[src/rtl/reqrsp_pkg.sv]
`default_nettype none
// ============================================================================
//  Module   : reqrsp_pkg
//  Purpose  : Shared types for the reqrsp bus: atomic opcode enum, access
//             size, default-width payload structs, spill-register state
//             encoding and payload width helpers.
//  Ports    : none (package)
//  Revision : 1.0 - initial release
// ============================================================================
package reqrsp_pkg;

  localparam int unsigned AmoWidth     = 4;
  localparam int unsigned SizeWidth    = 2;
  localparam int unsigned DefAddrWidth = 32;
  localparam int unsigned DefDataWidth = 32;

  typedef enum logic [AmoWidth-1:0] {
    AMONone = 4'h0,
    AMOSwap = 4'h1,
    AMOAdd  = 4'h2,
    AMOAnd  = 4'h3,
    AMOOr   = 4'h4,
    AMOXor  = 4'h5,
    AMOMax  = 4'h6,
    AMOMaxu = 4'h7,
    AMOMin  = 4'h8,
    AMOMinu = 4'h9,
    AMOLR   = 4'hA,
    AMOSC   = 4'hB
  } amo_op_e;

  // log2 of the access size in bytes
  typedef logic [SizeWidth-1:0] size_t;

  // Payload structs at the default widths. The field order matches the
  // flattened word used by the cut, so they can be overlaid on it.
  typedef struct packed {
    logic [DefAddrWidth-1:0]   addr;
    logic                      write;
    amo_op_e                   amo;
    logic [DefDataWidth-1:0]   data;
    logic [DefDataWidth/8-1:0] strb;
    size_t                     size;
  } req_t;

  typedef struct packed {
    logic [DefDataWidth-1:0] data;
    logic                    error;
  } rsp_t;

  // Occupancy of a two-slot spill register
  typedef enum logic [1:0] {
    SpillEmpty = 2'd0,
    SpillOne   = 2'd1,
    SpillFull  = 2'd2
  } spill_state_e;

  function automatic int unsigned req_width(int unsigned addr_w, int unsigned data_w);
    return addr_w + 1 + AmoWidth + data_w + data_w / 8 + SizeWidth;
  endfunction

  function automatic int unsigned rsp_width(int unsigned data_w);
    return data_w + 1;
  endfunction

endpackage
`default_nettype wire

[src/rtl/reqrsp_spill_reg.sv]
`default_nettype none
// ============================================================================
//  Module   : reqrsp_spill_reg
//  Purpose  : Generic two-slot spill register (slots A and B) with FIFO
//             order and full throughput. in_ready and out_valid are decoded
//             purely from the state flops, so no combinational path joins
//             the two sides. With Bypass=1 it degenerates to wires.
//  Ports    : clk, rst_n (async, active-high)
//             in_data/in_valid/in_ready    - upstream side
//             out_data/out_valid/out_ready - downstream side
//  Revision : 1.0 - initial release
// ============================================================================
module reqrsp_spill_reg
  import reqrsp_pkg::*;
#(
  parameter int unsigned Width  = 8,
  parameter bit          Bypass = 1'b0
) (
  input  logic             clk,
  input  logic             rst_n,
  input  logic [Width-1:0] in_data,
  input  logic             in_valid,
  output logic             in_ready,
  output logic [Width-1:0] out_data,
  output logic             out_valid,
  input  logic             out_ready
);

  if (Bypass) begin : g_bypass

    assign out_data  = in_data;
    assign out_valid = in_valid;
    assign in_ready  = out_ready;

  end else begin : g_reg

    spill_state_e     state_q, state_d;
    logic [Width-1:0] a_q, a_d;   // head slot, always drives the output
    logic [Width-1:0] b_q, b_d;   // overflow slot, used only when FULL

    always_comb begin
      state_d = state_q;
      a_d     = a_q;
      b_d     = b_q;
      case (state_q)
        SpillEmpty: begin
          if (in_valid) begin
            a_d     = in_data;
            state_d = SpillOne;
          end
        end
        SpillOne: begin
          if (in_valid && out_ready) begin
            // head leaves while the new beat takes its place
            a_d = in_data;
          end else if (in_valid) begin
            b_d     = in_data;
            state_d = SpillFull;
          end else if (out_ready) begin
            state_d = SpillEmpty;
          end
        end
        SpillFull: begin
          // in_ready is low here, so only a pop can happen
          if (out_ready) begin
            a_d     = b_q;
            state_d = SpillOne;
          end
        end
        default: state_d = SpillEmpty;
      endcase
    end

    always_ff @(posedge clk or posedge rst_n) begin
      if (rst_n) begin
        state_q <= SpillEmpty;
        a_q     <= '0;
        b_q     <= '0;
      end else begin
        state_q <= state_d;
        a_q     <= a_d;
        b_q     <= b_d;
      end
    end

    assign in_ready  = (state_q != SpillFull);
    assign out_valid = (state_q != SpillEmpty);
    assign out_data  = a_q;

  end

endmodule
`default_nettype wire

[src/rtl/reqrsp_cut.sv]
`default_nettype none
// ============================================================================
//  Module   : reqrsp_cut
//  Purpose  : Timing cut for a reqrsp bus. Independent spill registers on
//             the request (q) and response (p) channels; only handshake
//             timing changes, payload/order/count are preserved.
//  Ports    : clk, rst_n (async, active-high)
//             slv_q_* / slv_p_* - toward the reqrsp master
//             mst_q_* / mst_p_* - toward the reqrsp slave
//  Config   : define REQRSP_CUT_ASSERT_EN to enable handshake protocol
//             assertions on all four interfaces.
//  Revision : 1.0 - initial release
// ============================================================================
module reqrsp_cut
  import reqrsp_pkg::*;
#(
  parameter int unsigned AddrWidth = 32,
  parameter int unsigned DataWidth = 32,
  parameter bit          BypassReq = 1'b0,
  parameter bit          BypassRsp = 1'b0,
  localparam int unsigned StrbWidth = DataWidth / 8
) (
  input  logic                 clk,
  input  logic                 rst_n,
  // master side
  input  logic [AddrWidth-1:0] slv_q_addr,
  input  logic                 slv_q_write,
  input  logic [AmoWidth-1:0]  slv_q_amo,
  input  logic [DataWidth-1:0] slv_q_data,
  input  logic [StrbWidth-1:0] slv_q_strb,
  input  logic [SizeWidth-1:0] slv_q_size,
  input  logic                 slv_q_valid,
  output logic                 slv_q_ready,
  output logic [DataWidth-1:0] slv_p_data,
  output logic                 slv_p_error,
  output logic                 slv_p_valid,
  input  logic                 slv_p_ready,
  // slave side
  output logic [AddrWidth-1:0] mst_q_addr,
  output logic                 mst_q_write,
  output logic [AmoWidth-1:0]  mst_q_amo,
  output logic [DataWidth-1:0] mst_q_data,
  output logic [StrbWidth-1:0] mst_q_strb,
  output logic [SizeWidth-1:0] mst_q_size,
  output logic                 mst_q_valid,
  input  logic                 mst_q_ready,
  input  logic [DataWidth-1:0] mst_p_data,
  input  logic                 mst_p_error,
  input  logic                 mst_p_valid,
  output logic                 mst_p_ready
);

  localparam int unsigned ReqWidth = req_width(AddrWidth, DataWidth);
  localparam int unsigned RspWidth = rsp_width(DataWidth);

  logic [ReqWidth-1:0] req_in, req_out;
  logic [RspWidth-1:0] rsp_in, rsp_out;

  assign req_in = {slv_q_addr, slv_q_write, slv_q_amo, slv_q_data, slv_q_strb, slv_q_size};
  assign {mst_q_addr, mst_q_write, mst_q_amo, mst_q_data, mst_q_strb, mst_q_size} = req_out;

  assign rsp_in = {mst_p_data, mst_p_error};
  assign {slv_p_data, slv_p_error} = rsp_out;

  reqrsp_spill_reg #(
    .Width  (ReqWidth),
    .Bypass (BypassReq)
  ) u_req_spill (
    .clk       (clk),
    .rst_n     (rst_n),
    .in_data   (req_in),
    .in_valid  (slv_q_valid),
    .in_ready  (slv_q_ready),
    .out_data  (req_out),
    .out_valid (mst_q_valid),
    .out_ready (mst_q_ready)
  );

  reqrsp_spill_reg #(
    .Width  (RspWidth),
    .Bypass (BypassRsp)
  ) u_rsp_spill (
    .clk       (clk),
    .rst_n     (rst_n),
    .in_data   (rsp_in),
    .in_valid  (mst_p_valid),
    .in_ready  (mst_p_ready),
    .out_data  (rsp_out),
    .out_valid (slv_p_valid),
    .out_ready (slv_p_ready)
  );

`ifdef REQRSP_CUT_ASSERT_EN
  property p_valid_hold(v, r);
    @(posedge clk) disable iff (rst_n) (v && !r) |=> v;
  endproperty

  property p_data_hold(v, r, d);
    @(posedge clk) disable iff (rst_n) (v && !r) |=> $stable(d);
  endproperty

  property p_valid_known(v);
    @(posedge clk) disable iff (rst_n) !$isunknown(v);
  endproperty

  a_slv_q_valid : assert property (p_valid_hold(slv_q_valid, slv_q_ready));
  a_slv_q_data  : assert property (p_data_hold(slv_q_valid, slv_q_ready, req_in));
  a_mst_q_valid : assert property (p_valid_hold(mst_q_valid, mst_q_ready));
  a_mst_q_data  : assert property (p_data_hold(mst_q_valid, mst_q_ready, req_out));
  a_mst_p_valid : assert property (p_valid_hold(mst_p_valid, mst_p_ready));
  a_mst_p_data  : assert property (p_data_hold(mst_p_valid, mst_p_ready, rsp_in));
  a_slv_p_valid : assert property (p_valid_hold(slv_p_valid, slv_p_ready));
  a_slv_p_data  : assert property (p_data_hold(slv_p_valid, slv_p_ready, rsp_out));

  a_slv_q_vknown : assert property (p_valid_known(slv_q_valid));
  a_mst_q_vknown : assert property (p_valid_known(mst_q_valid));
  a_mst_p_vknown : assert property (p_valid_known(mst_p_valid));
  a_slv_p_vknown : assert property (p_valid_known(slv_p_valid));
`else
  // Protocol assertions not built; datapath is identical either way.
`endif

endmodule
`default_nettype wire

[config.mk]
export PLATFORM = sky130hd
export DESIGN_NAME = reqrsp_cut
export DESIGN_NICKNAME = d
export VERILOG_FILES = /design/src/rtl/reqrsp_pkg.sv /design/src/rtl/reqrsp_spill_reg.sv /design/src/rtl/reqrsp_cut.sv
export SDC_FILE = /design/constraint.sdc
export NUM_CORES = 1
export LEC_CHECK = 0
export ABC_AREA = 1
export CORE_UTILIZATION = 51
export DETAILED_ROUTE_END_ITERATION = 12
export GPL_ROUTABILITY_DRIVEN = 0
export PLACE_DENSITY = 0.8
export SKIP_CTS_REPAIR_TIMING = 1
export SYNTH_ARGS = -nofsm -noshare
export SYNTH_HDL_FRONTEND = slang
export SYNTH_SLANG_ARGS = --single-unit
export TNS_END_PERCENT = 100
[constraint.sdc]
create_clock -name clk -period 8 [get_ports clk]
set_input_delay 0.8 -clock clk [delete_from_list [all_inputs] [get_ports clk]]
set_output_delay 0.8 -clock clk [all_outputs]
set_load 0.05 [all_outputs]
==> flow_summary.toml <==
[global_route]
grt_usage = 0.265
grt_pass1_wl_mm = 43.6
grt_antenna_before_repair = 0
grt-ovfl-total = 0
grt_max_degree = 149
grt_pass1_vias = 8641

[finish]
instances_no_fill = 1779
diodes = 0
fin_area_mm2 = 0.0132
fin_nets = 1613
area_growth_pct = 29.0
drive_above_1_share = 0.0390

[synthesis]
synth_area_mm2 = 0.0102
async_flop_share = 1.00
yosysMostFrequentCell = "nand2_1"
yosysWarnings = 0
synth_area_leaders = "dfrtp_1 (54%), nand2_1 (20%), nand3_1 (11%), o21ai_0 (4.5%), inv_1 (4.4%)"
syn_inst = 1328
synth_nets = 1442
ys_top_cells_by_count = "nand2_1 (551), nand3_1 (222), dfrtp_1 (220), inv_1 (119), o21ai_0 (92)"
synth_edf_count = 0
synth_top_area_share = 0.538
seq_area_frac_synth = 0.538
ys_ff_latch = 220
synth_ff_type = "dfrtp_1"
synth_cell_type_count = 16
syn_avg_cell_area_um2 = 7.71
yosysTopAreaCell = "dfrtp_1"

[worst_setup_path]
worstSetupStartpointType = "register"
critPathMaxFanout = 36
worstPathArrival_ns = 2.84
crit_type = "reg2out"
worstPathRequired_ns = 7.20
cp-end-kind = "output port"

[power_and_ir_drop]
seqPwrFrac = 0.333
peakVddDrop_mv = 0.303
combPwrFrac = 0.488
p_int_uw = 3160
finalPower_uw = 5910
powerDensity_mw_per_mm2 = 447
power.net_switching_uw = 2750
swShare = 0.466
power_frac_clock = 0.180
static-leakage-power_uw = 0.00698

[placement]
portBuffers = 225
placed_area_mm2 = 0.0125
dp_hpwl_mm = 16.1
placedCellCount = 1737

[timing]
finalHoldViolCount = 0
maxSlewViolCount = 0
setup_tns_ns = 0
fin_skew_ns = 0.0169
slew_headroom = 0.214
rsz0062_at_grt = "false"
finalSetupViolations = 0
min_period_ns = 3.64
fmax_mhz = 275
tightest_slew_ns = 1.18
holdWs_ns = 0.470
fin_crit_sh = 0.455

[drt]
drt_first_pass_iters = 5
wl_mm = 26.9
dr_total_vias = 9284
dr.first_iter.drc_count = 651
wl_per_cell_um = 15.1
via_per_inst = 5.22
ant_nets = 0
drc_errors = 0

[floorplanning]
num_rows = 51
initial_core_util = 0.523
fp.dieArea_mm2 = 0.0206
die_w_um = 144
die_h_um = 144
ioPinCount = 226
coreArea_mm2 = 0.0196

[clock_tree]
cts_made_buffers = 25
cts_tree = "built"
clk_latency_ns = 0.51
cts_max_path_buffers = 3
cts_root_buffer = "clkbuf_16"
path_clk_slew_ns = 0.06
htreeDepth = 1
cts_sinks = 220

[job]
max_cap_viol_count = 0

[hold_path]
min_path_type = "reg2reg"

[run_status]
status = "completed"
==> power groups by stage <==
stage	clock (uW)	combinational [uW]	sequential [uW]
2_1_floorplan	0	1100	2840
3_3_place_gp	0	2830	1960
3_5_place_dp	0	2890	1970
4_1_cts	1080	2900	1960
5_1_grt	1120	3120	2020
6_report	1060	2880	1970
==> stage by stage <==
stage,util,setup WS (ns)
floorplan,-,1.18
global placement,0.636,4.78
detailed placement,0.636,4.66
CTS,0.674,4.41
global route,0.674,4.25
finish,0.674,4.36
==> cells by family (layout without fill, tap and decap cells) <==
logic type / after synthesis / in the layout / share of synthesized area
and+or+nand+nor: 782 / 782 / 0.316
AOI/OAI and AO/OA: 112 / 112 / 0.0547
DFF: 220 / 220 / 0.538
buffers and inverters: 214 / 400 / 0.0918
==> worst max-delay path: stages, from the launching register on <==
cell             delay [ns]
dfrtp_1                0.44
inv_2                  0.52
nand2_1                0.29
buf_4                  0.33
clkdlybuf4s50_1        0.74
==> routing by layer <==
layer	track usage	wire (um)	up-vias
li1	-	-	4508
met1	0.372	11600	4399
met2	0.429	13000	335
met3	0.0360	1670	42
met4	0.0812	680	0
met5	0	0	-
==> layout make-up <==
cell class / count / area (um2)
tap: 265 / 332
clock buffer: 39 / 738
multi-input combinational: 894 / 3820
inverter: 123 / 469
timing repair buffer: 235 / 2330
clock inverter: 3 / 18.8
fill: 1614 / 6380
sequential: 220 / 5510
==> cells in the final DEF, fill, tap and decap left out, drive strengths merged <==
cell type / instances
nand2: 552
clkdlybuf4s50: 225
nand3: 224
dfrtp: 220
inv: 124
o21ai: 112
clkbuf: 39
buf: 10
nor2: 6
clkinv: 2
==> final timing paths <==
| kind | from | endpoint | slack (ns) | cells after the start |
|---|---|---|---|---|
| max | u_rsp_spill.g_reg.state_q[0]$_DFFE_PP0P_ | mst_p_ready | 4.36 | 4 |
| min | u_req_spill.out_data[46]$_DFFE_PP0P_ | u_req_spill.out_data[46]$_DFFE_PP0P_ | 0.47 | 2 |
| max reg2reg | u_req_spill.g_reg.state_q[1]$_DFFE_PP0P_ | u_req_spill.out_data[42]$_DFFE_PP0P_ | 5.06 | 9 |
| min reg2reg | u_req_spill.out_data[46]$_DFFE_PP0P_ | u_req_spill.out_data[46]$_DFFE_PP0P_ | 0.47 | 2 |
| max in group asynchronous | rst_n | u_req_spill.g_reg.state_q[1]$_DFFE_PP0P_ | 5.46 | 3 |
| min in group asynchronous | rst_n | u_req_spill.g_reg.b_q[62]$_DFFE_PP0P_ | 0.93 | 2 |
==> state kept, by name, summed over array words and instances, names as in the netlist <==
signal	count
u_rsp_spill.g_reg.state_q	2
u_req_spill.g_reg.b_q	75
u_rsp_spill.out_data	33
u_req_spill.out_data	75
u_req_spill.g_reg.state_q	2
u_rsp_spill.g_reg.b_q	33
No activity file was read; power rests on OpenSTA's default activity.
